===== src/rtl/puf_ro_counter_cmp.sv =====
// puf_ro_counter_cmp
// Measurement back end of the ring-oscillator PUF. Counts rising edges of two
// asynchronous (pre-divided) RO outputs over a programmable gate window and
// compares the two counts to produce one response bit.
//
// Ports:
//   i_clk, i_rst        system clock, synchronous active-high reset
//   i_start             measurement request (only looked at in IDLE)
//   i_win_len           gate window in clock cycles, 0 means 2^WIN_BIT_SIZE
//   i_ro_a, i_ro_b      ring-oscillator outputs, asynchronous to i_clk
//   o_busy              measurement in flight (SETTLE or COUNT)
//   o_done              one-cycle pulse, results valid from this cycle
//   o_resp, o_tie       cnt_a > cnt_b, cnt_a == cnt_b
//   o_ovf               a counter saturated during the window
//   o_cnt_a, o_cnt_b    final edge counts (held until the next acceptance)
//   o_dbg_state         current FSM state, for checkers and debug
//
// Handshake: a request is accepted in any cycle where the FSM is IDLE and
// i_start is high; o_busy then rises on the next cycle and stays high until
// o_done pulses for exactly one cycle. i_start outside IDLE is dropped, not
// queued, so the requester must wait for o_done before asking again.
module puf_ro_counter_cmp #(
  parameter int CNT_BIT_SIZE = 16,
  parameter int WIN_BIT_SIZE = 12
) (
  input  logic                    i_clk,
  input  logic                    i_rst,
  input  logic                    i_start,
  input  logic [WIN_BIT_SIZE-1:0] i_win_len,
  input  logic                    i_ro_a,
  input  logic                    i_ro_b,
  output logic                    o_busy,
  output logic                    o_done,
  output logic                    o_resp,
  output logic                    o_tie,
  output logic                    o_ovf,
  output logic [CNT_BIT_SIZE-1:0] o_cnt_a,
  output logic [CNT_BIT_SIZE-1:0] o_cnt_b,
  output logic [1:0]              o_dbg_state
);

  typedef enum logic [1:0] {
    ST_IDLE   = 2'd0,
    ST_SETTLE = 2'd1,
    ST_COUNT  = 2'd2,
    ST_DONE   = 2'd3
  } state_t;

  localparam logic [CNT_BIT_SIZE-1:0] CNT_ONE = 1;
  localparam logic [WIN_BIT_SIZE:0]   WIN_ONE = 1;

  state_t state, state_nxt;

  // [0],[1] form the synchronizer, [2] is the extra stage for edge detect.
  logic [2:0] sync_a, sync_b;
  logic       edge_a, edge_b;

  logic [1:0]              settle_cnt;
  // One bit wider than the input so a zero length can load 2^WIN_BIT_SIZE.
  logic [WIN_BIT_SIZE:0]   win_cnt;
  logic [WIN_BIT_SIZE:0]   win_load;
  logic [CNT_BIT_SIZE-1:0] cnt_a, cnt_b;
  logic [CNT_BIT_SIZE-1:0] cnt_a_nxt, cnt_b_nxt;
  logic                    ovf_flag, ovf_nxt;
  logic                    accept, count_last;

  assign edge_a = sync_a[1] & ~sync_a[2];
  assign edge_b = sync_b[1] & ~sync_b[2];

  assign accept     = (state == ST_IDLE) && i_start;
  assign count_last = (state == ST_COUNT) && (win_cnt == WIN_ONE);
  assign win_load   = (i_win_len == '0) ? {1'b1, {WIN_BIT_SIZE{1'b0}}}
                                        : {1'b0, i_win_len};

  // Saturating increments: at all-ones the count holds and ovf is raised.
  always_comb begin
    cnt_a_nxt = cnt_a;
    cnt_b_nxt = cnt_b;
    ovf_nxt   = ovf_flag;
    if (edge_a) begin
      if (&cnt_a) ovf_nxt = 1'b1;
      else        cnt_a_nxt = cnt_a + CNT_ONE;
    end
    if (edge_b) begin
      if (&cnt_b) ovf_nxt = 1'b1;
      else        cnt_b_nxt = cnt_b + CNT_ONE;
    end
  end

  always_comb begin
    state_nxt = state;
    case (state)
      ST_IDLE:   if (i_start) state_nxt = ST_SETTLE;
      ST_SETTLE: if (settle_cnt == 2'd2) state_nxt = ST_COUNT;
      ST_COUNT:  if (win_cnt == WIN_ONE) state_nxt = ST_DONE;
      ST_DONE:   state_nxt = ST_IDLE;
      default:   state_nxt = ST_IDLE;
    endcase
  end

  always_ff @(posedge i_clk) begin
    if (i_rst) state <= ST_IDLE;
    else       state <= state_nxt;
  end

  always_ff @(posedge i_clk) begin
    if (i_rst) begin
      sync_a <= '0;
      sync_b <= '0;
    end else begin
      sync_a <= {sync_a[1:0], i_ro_a};
      sync_b <= {sync_b[1:0], i_ro_b};
    end
  end

  always_ff @(posedge i_clk) begin
    if (i_rst) begin
      settle_cnt <= '0;
      win_cnt    <= '0;
      cnt_a      <= '0;
      cnt_b      <= '0;
      ovf_flag   <= 1'b0;
      o_cnt_a    <= '0;
      o_cnt_b    <= '0;
      o_resp     <= 1'b0;
      o_tie      <= 1'b0;
      o_ovf      <= 1'b0;
    end else begin
      if (accept) begin
        settle_cnt <= '0;
        win_cnt    <= win_load;
        cnt_a      <= '0;
        cnt_b      <= '0;
        ovf_flag   <= 1'b0;
      end
      if (state == ST_SETTLE) begin
        settle_cnt <= settle_cnt + 2'd1;
      end
      if (state == ST_COUNT) begin
        cnt_a    <= cnt_a_nxt;
        cnt_b    <= cnt_b_nxt;
        ovf_flag <= ovf_nxt;
        win_cnt  <= win_cnt - WIN_ONE;
      end
      // The last COUNT cycle's edges are folded in via the *_nxt values.
      if (count_last) begin
        o_cnt_a <= cnt_a_nxt;
        o_cnt_b <= cnt_b_nxt;
        o_resp  <= cnt_a_nxt > cnt_b_nxt;
        o_tie   <= cnt_a_nxt == cnt_b_nxt;
        o_ovf   <= ovf_nxt;
      end
    end
  end

  assign o_busy      = (state == ST_SETTLE) || (state == ST_COUNT);
  assign o_done      = (state == ST_DONE);
  assign o_dbg_state = state;

endmodule


===== config.mk =====
export PLATFORM = sky130hd
export DESIGN_NAME = puf_ro_counter_cmp
export DESIGN_NICKNAME = d
export VERILOG_FILES = /design/src/rtl/puf_ro_counter_cmp.sv
export SDC_FILE = /design/constraint.sdc
export NUM_CORES = 1
export LEC_CHECK = 0
export CORE_ASPECT_RATIO = 1.4
export CORE_MARGIN = 5
export CORE_UTILIZATION = 43
export DETAILED_ROUTE_END_ITERATION = 6
export GPL_ROUTABILITY_DRIVEN = 0
export SLEW_MARGIN = 10
export SYNTH_ARGS = -nofsm -noshare
export SYNTH_HDL_FRONTEND = slang
export SYNTH_SLANG_ARGS = --single-unit

===== constraint.sdc =====
create_clock -name i_clk -period 3.7 [get_ports i_clk]
set_input_delay 0.37 -clock i_clk [delete_from_list [all_inputs] [get_ports i_clk]]
set_output_delay 0.37 -clock i_clk [all_outputs]
set_load 0.05 [all_outputs]

==> impl_metrics.csv, run 1 <==
group,metric,value,unit
outcome,status,"finished clean",
synthesis,synth-edff-count,0,
worst_setup_path,crit_fanout,9,
floorplanning,io_pins,56,
placement,dpl.hpwl,10800,um
floorplanning,core_area,11700,sq um
clocking,cts_resized,0,
sta,max_freq,0.286,GHz
route,drc_errors,0,
sta,slew_viol_final,0,
layout,layout.nets,693,
global_route,grt_pass1_vias,4592,
hold_path,min_path_cells,1,
worst_setup_path,endpoint_kind,"flop",
synthesis,syn_avg_cell_area,8.38,sq um
worst_setup_path,path_class,"reg -> reg",
synthesis,synth_common_cells,"dfxtp_1, nor2_1, a21oi_1, nand2_1",
sta,tightestPinTransition,619,ps
sta,finalSetupTns,0,ps
worst_setup_path,worst_ep_required_time,3910,ps
job,maxCapViolations,0,
layout,multi_input_area,2990,sq um
clocking,h-tree-depth,3,
sta,hold_viol,0,
pwr,ir_drop,488,uV
synthesis,ys.flop_type,"dfxtp_1",
route,wl_met3,565,um
route,vias_per_cell,5.89,
clocking,cts_tree,"done",
floorplanning,rows,47,
clocking,cts_buffers,9,
route,routed_wl,14600,um
route,drt-initial-drc-count,311,
layout,n_antenna_cell,0,
clocking,clockRootBuffer,"clkbuf_16",
synthesis,yosys_warnings,0,
placement,io_buffers,55,
synthesis,synthTopCellsByArea,"dfxtp_1, ha_1, a21oi_1, nor2_1, a211oi_1",
synthesis,syn_nets,649,
sta,slew_headroom,0.586,
global_route,track_usage,0.211,
worst_setup_path,cp-start-kind,"flop",
floorplanning,die-area,14100,sq um
hold_path,hold_path_startpoint,"sync_a[0]",
synthesis,synthArstFlopShare,0,
sta,period_needed,3490,ps
floorplanning,start_util,0.434,
synthesis,synth_most_common_cell,"dfxtp_1",
global_route,grt_first_pass_wirelength,23800,um
worst_setup_path,cp-startpoint,"cnt_b[0]",
layout,seq_area,1820,sq um
clocking,cts_hold_buffers,0,
worst_setup_path,r2r_start,"cnt_b[0]",
synthesis,synthCells,606,
route,wl_per_cell,18.2,um
synthesis,ys_ff_latch,91,
global_route,overflow,0,
route,antenna_left,0,
sta,fin_crit_sh,0.944,
synthesis,synth_top_area_share,0.359,
global_route,antenna_found_initial,0,
sta,setup-violations-final,0,
floorplanning,die_y,139,um
layout,syn_to_final_growth,19.4,%
layout,layout-drive-gt1-share,0.0917,
hold_path,hp-class,"reg -> reg",
synthesis,syn-cell-area,5080,sq um
synthesis,synth_top_area_cell,"dfxtp_1",
route,top_layer,"met4",
clocking,cts_buffer_depth,2,
layout,n_fill_cell,1129,
route,wl_met2,7570,um
worst_setup_path,crit_arrival,3710,ps
synthesis,synth_cell_types,73,
sta,skew,6.59,ps
worst_setup_path,r2r_cells,11,
pwr,powerDensity,527,nW/um^2
route,num_vias,4717,
clocking,worstSkewPairLatency,340,ps
layout,final_core_util,0.518,
global_route,grt_max_degree,52,
synthesis,yosysSeqAreaShare,0.359,
floorplanning,dieWidth,102,um
clocking,cts_setup_buffers,0,
route,wl_met1,6060,um
pwr,leakagePower,0.00220,uW
clocking,clk_pin_slew,60,ps
clocking,cts_num_sinks,91,
sta,rsz0062_at_grt,"no",
route,dr.pass1.iters,5,
-- stage by stage --
stage	instance area (sq um)	worst slack [ps]	total power, uW	hold slack, ps	std cells
3_5_place_dp	5740	289	2170	423	786
4_1_cts	6070	258	3220	439	801
3_3_place_gp	5740	439	2150	416	786
5_1_grt	6070	24.6	3370	463	801
2_1_floorplan	5080	748	1880	414	606
6_report	6070	207	3200	438	801
-- final timing paths --
kind                    end  slack, ps
setup reg to reg     o_resp        210
setup / recovery     o_resp        210
hold / removal    sync_a[1]        440
hold reg to reg   sync_a[1]        440
-- layer usage --
layer,track usage,vias to the layer above
li1,-,2310
met3,0.0262,26
met1,0.260,2237
met2,0.370,144
met4,0.0774,0
met5,0,-
-- registers in the layout, indices dropped and copies added (netlist names) --
name and count:
o_cnt_a 16, o_cnt_b 16, ovf_flag 1, o_ovf 1, settle_cnt 2, o_tie 1
win_cnt 13, sync_a 3, sync_b 3, o_dbg_state 2, cnt_b 16, o_resp 1
cnt_a 16
-- placed cells by master (no fill, tap or decap), types with 14 or more instances in the layout --
cell,count
nand4_1,14
dfxtp_1,91
a31oi_1,25
a211oi_1,24
inv_1,26
o21ai_0,18
nand2b_1,15
nand3_1,21
nor2_1,58
nor3_1,15
ha_1,26
xnor2_1,18
nand2_1,46
a21oi_1,51
clkdlybuf4s50_1,54
-- worst max-delay path, stage by stage, from the launching register on --
cell and delay (ps):
dfxtp_1 430, ha_1 250, nand3_1 160, or4_1 700, and3_1 270, xnor2_1 240, ha_1 310, a21oi_1 160
o21a_1 140, o221ai_1 100, a2111oi_0 440, o21ai_0 150
-- report_power, final --
| group | switching (uW) | leakage (uW) | internal (uW) |
|---|---|---|---|
| combinational | 655 | 0.00130 | 346 |
| clock | 387 | 0.000165 | 653 |
| sequential | 88.4 | 0.000737 | 1070 |
-- cell families (layout without fill, tap and decap cells) --
kind of cell / Yosys count / after routing / share of synthesized area
AND/OR/NAND/NOR: 230 / 230 / 0.246
AO/OA/AOI/OAI: 168 / 168 / 0.223
flip-flops: 91 / 91 / 0.359
buffers and inverters: 61 / 109 / 0.0544
adder cells (fa/ha/maj): 26 / 26 / 0.0640
XOR/XNOR: 25 / 25 / 0.0431
multiplexers: 5 / 5 / 0.0108
-- area by class of cell --
type                            instances  share of cell area
Multi-Input combinational cell        454               0.493
Sequential cell                        91               0.300
Timing Repair Buffer                   68               0.106
Clock buffer                            9              0.0371
Tap cell                              147              0.0303
Clock inverter                          6              0.0173
Inverter                               26              0.0161
Note: power is estimated with default switching activity, not from simulation.
==> run 2, diff against run 1 <==
--- a/config.mk
+++ b/config.mk
@@ -6,7 +6,6 @@
 export NUM_CORES = 1
 export LEC_CHECK = 0
 export CORE_ASPECT_RATIO = 1.4
-export CORE_MARGIN = 5
 export CORE_UTILIZATION = 43
 export DETAILED_ROUTE_END_ITERATION = 6
 export GPL_ROUTABILITY_DRIVEN = 0
==> impl_metrics.csv, run 2 (same netlist as run 1, synthesis figures left out) <==
group,metric,value,unit
outcome,status,"finished clean",
layout,final_core_util,0.533,
clocking,cts_buffer_depth,2,
layout,syn_to_final_growth,19.5,%
pwr,leakagePower,0.00220,uW
sta,hold_viol,0,
worst_setup_path,cp-start-kind,"flop",
global_route,overflow,0,
pwr,ir_drop,466,uV
worst_setup_path,crit_fanout,9,
sta,tightestPinTransition,588,ps
layout,layout-drive-gt1-share,0.0919,
clocking,cts_setup_buffers,0,
floorplanning,io_pins,56,
route,wl_per_cell,17.7,um
clocking,worstSkewPairLatency,340,ps
worst_setup_path,path_class,"reg -> reg",
global_route,grt_max_degree,52,
route,drt-initial-drc-count,375,
layout,mostFrequentLayoutCell,"dfxtp_1",
sta,finalSetupTns,0,ps
placement,io_buffers,55,
route,vias_per_cell,5.91,
clocking,cts_num_sinks,91,
sta,slew_headroom,0.608,
clocking,h-tree-depth,3,
route,drc_errors,0,
clocking,cts_tree,"done",
placement,dpl.hpwl,10400,um
sta,period_needed,3250,ps
worst_setup_path,worst_ep_required_time,3920,ps
sta,skew,5.68,ps
clocking,cts_buffers,9,
layout,n_antenna_cell,0,
clocking,clockRootBuffer,"clkbuf_16",
hold_path,hold_path_startpoint,"sync_b[0]",
floorplanning,dieWidth,93.9,um
route,dr.pass1.iters,5,
pwr,powerDensity,533,nW/um^2
clocking,clk_pin_slew,70,ps
worst_setup_path,r2r_start,"cnt_b[0]",
worst_setup_path,endpoint_kind,"flop",
route,antenna_left,0,
layout,final_cell_mix,"dfxtp_1, nor2_1, clkdlybuf4s50_1",
global_route,grt_pass1_vias,4400,
hold_path,hp-class,"reg -> reg",
floorplanning,rows,46,
global_route,track_usage,0.240,
sta,rsz0062_at_grt,"no",
sta,slew_viol_final,0,
layout,layout.nets,691,
global_route,antenna_found_initial,0,
sta,max_freq,0.308,GHz
job,maxCapViolations,0,
sta,fin_crit_sh,0.877,
floorplanning,core_area,11400,sq um
floorplanning,die-area,12300,sq um
sta,setup-violations-final,0,
floorplanning,start_util,0.446,
route,routed_wl,14100,um
worst_setup_path,cp-startpoint,"cnt_b[0]",
route,num_vias,4710,
floorplanning,die_y,131,um
worst_setup_path,crit_arrival,3470,ps
global_route,grt_first_pass_wirelength,22600,um
-- run 2: worst max-delay path: stages, from the launching register on --
cell       delay, ps
dfxtp_1          420
ha_1             250
nand3_1          180
or4_4            610
o2111ai_2        240
xor2_1           240
ha_1             280
a21oi_1          160
o21a_1           130
o221ai_1         100
a2111oi_0        380
o21ai_0          130
-- run 2: worst paths after layout --
path	endpoint	slack, ps	cells after the start
worst max-delay path	o_resp	450	11
worst max register to register	o_resp	450	11
worst min-delay path	sync_b[1]	440	1
worst min register to register	sync_b[1]	440	1
-- run 2: timing repair --
item	4_1_cts	5_1_grt
hold endpoints to repair	0	0
endpoints found under the setup margin	0	1
hold buffers	0	0
resized for setup	0	2
-- run 2: cell type report --
cell class / instances / area, sq um
Clock inverter: 5 / 100
Clock buffer: 11 / 243
Fill cell: 1113 / 5330
Tap cell: 144 / 180
Multi-Input combinational cell: 454 / 3000
Inverter: 26 / 97.6
Sequential cell: 91 / 1820
Timing Repair Buffer: 66 / 628
-- run 2: stage by stage --
step	hold WS [ps]	cell area [sq um]	setup WS [ps]	total power [uW]	cells
5_1_grt	465	6070	137	3390	797
3_5_place_dp	430	5720	327	2180	781
4_1_cts	445	6060	322	3240	797
3_3_place_gp	422	5720	489	2150	781
2_1_floorplan	414	5080	748	1880	606
6_report	439	6070	454	3230	797
-- run 2: metal layers --
layer | part of all wire | vias to the layer above | track usage | routed length, um
met5 | 0 | - | 0 | 0
met4 | 0.039 | 0 | 0.123 | 544
met3 | 0.040 | 35 | 0.0330 | 570
met2 | 0.50 | 149 | 0.410 | 7040
met1 | 0.42 | 2207 | 0.294 | 5920
li1 | - | 2319 | - | -
-- run 2: report_power, final --
group	internal, uW	total, uW	switching (uW)
clock	677	1070	392
combinational	351	1010	658
sequential	1070	1160	89.4
total	2090	3230	1140
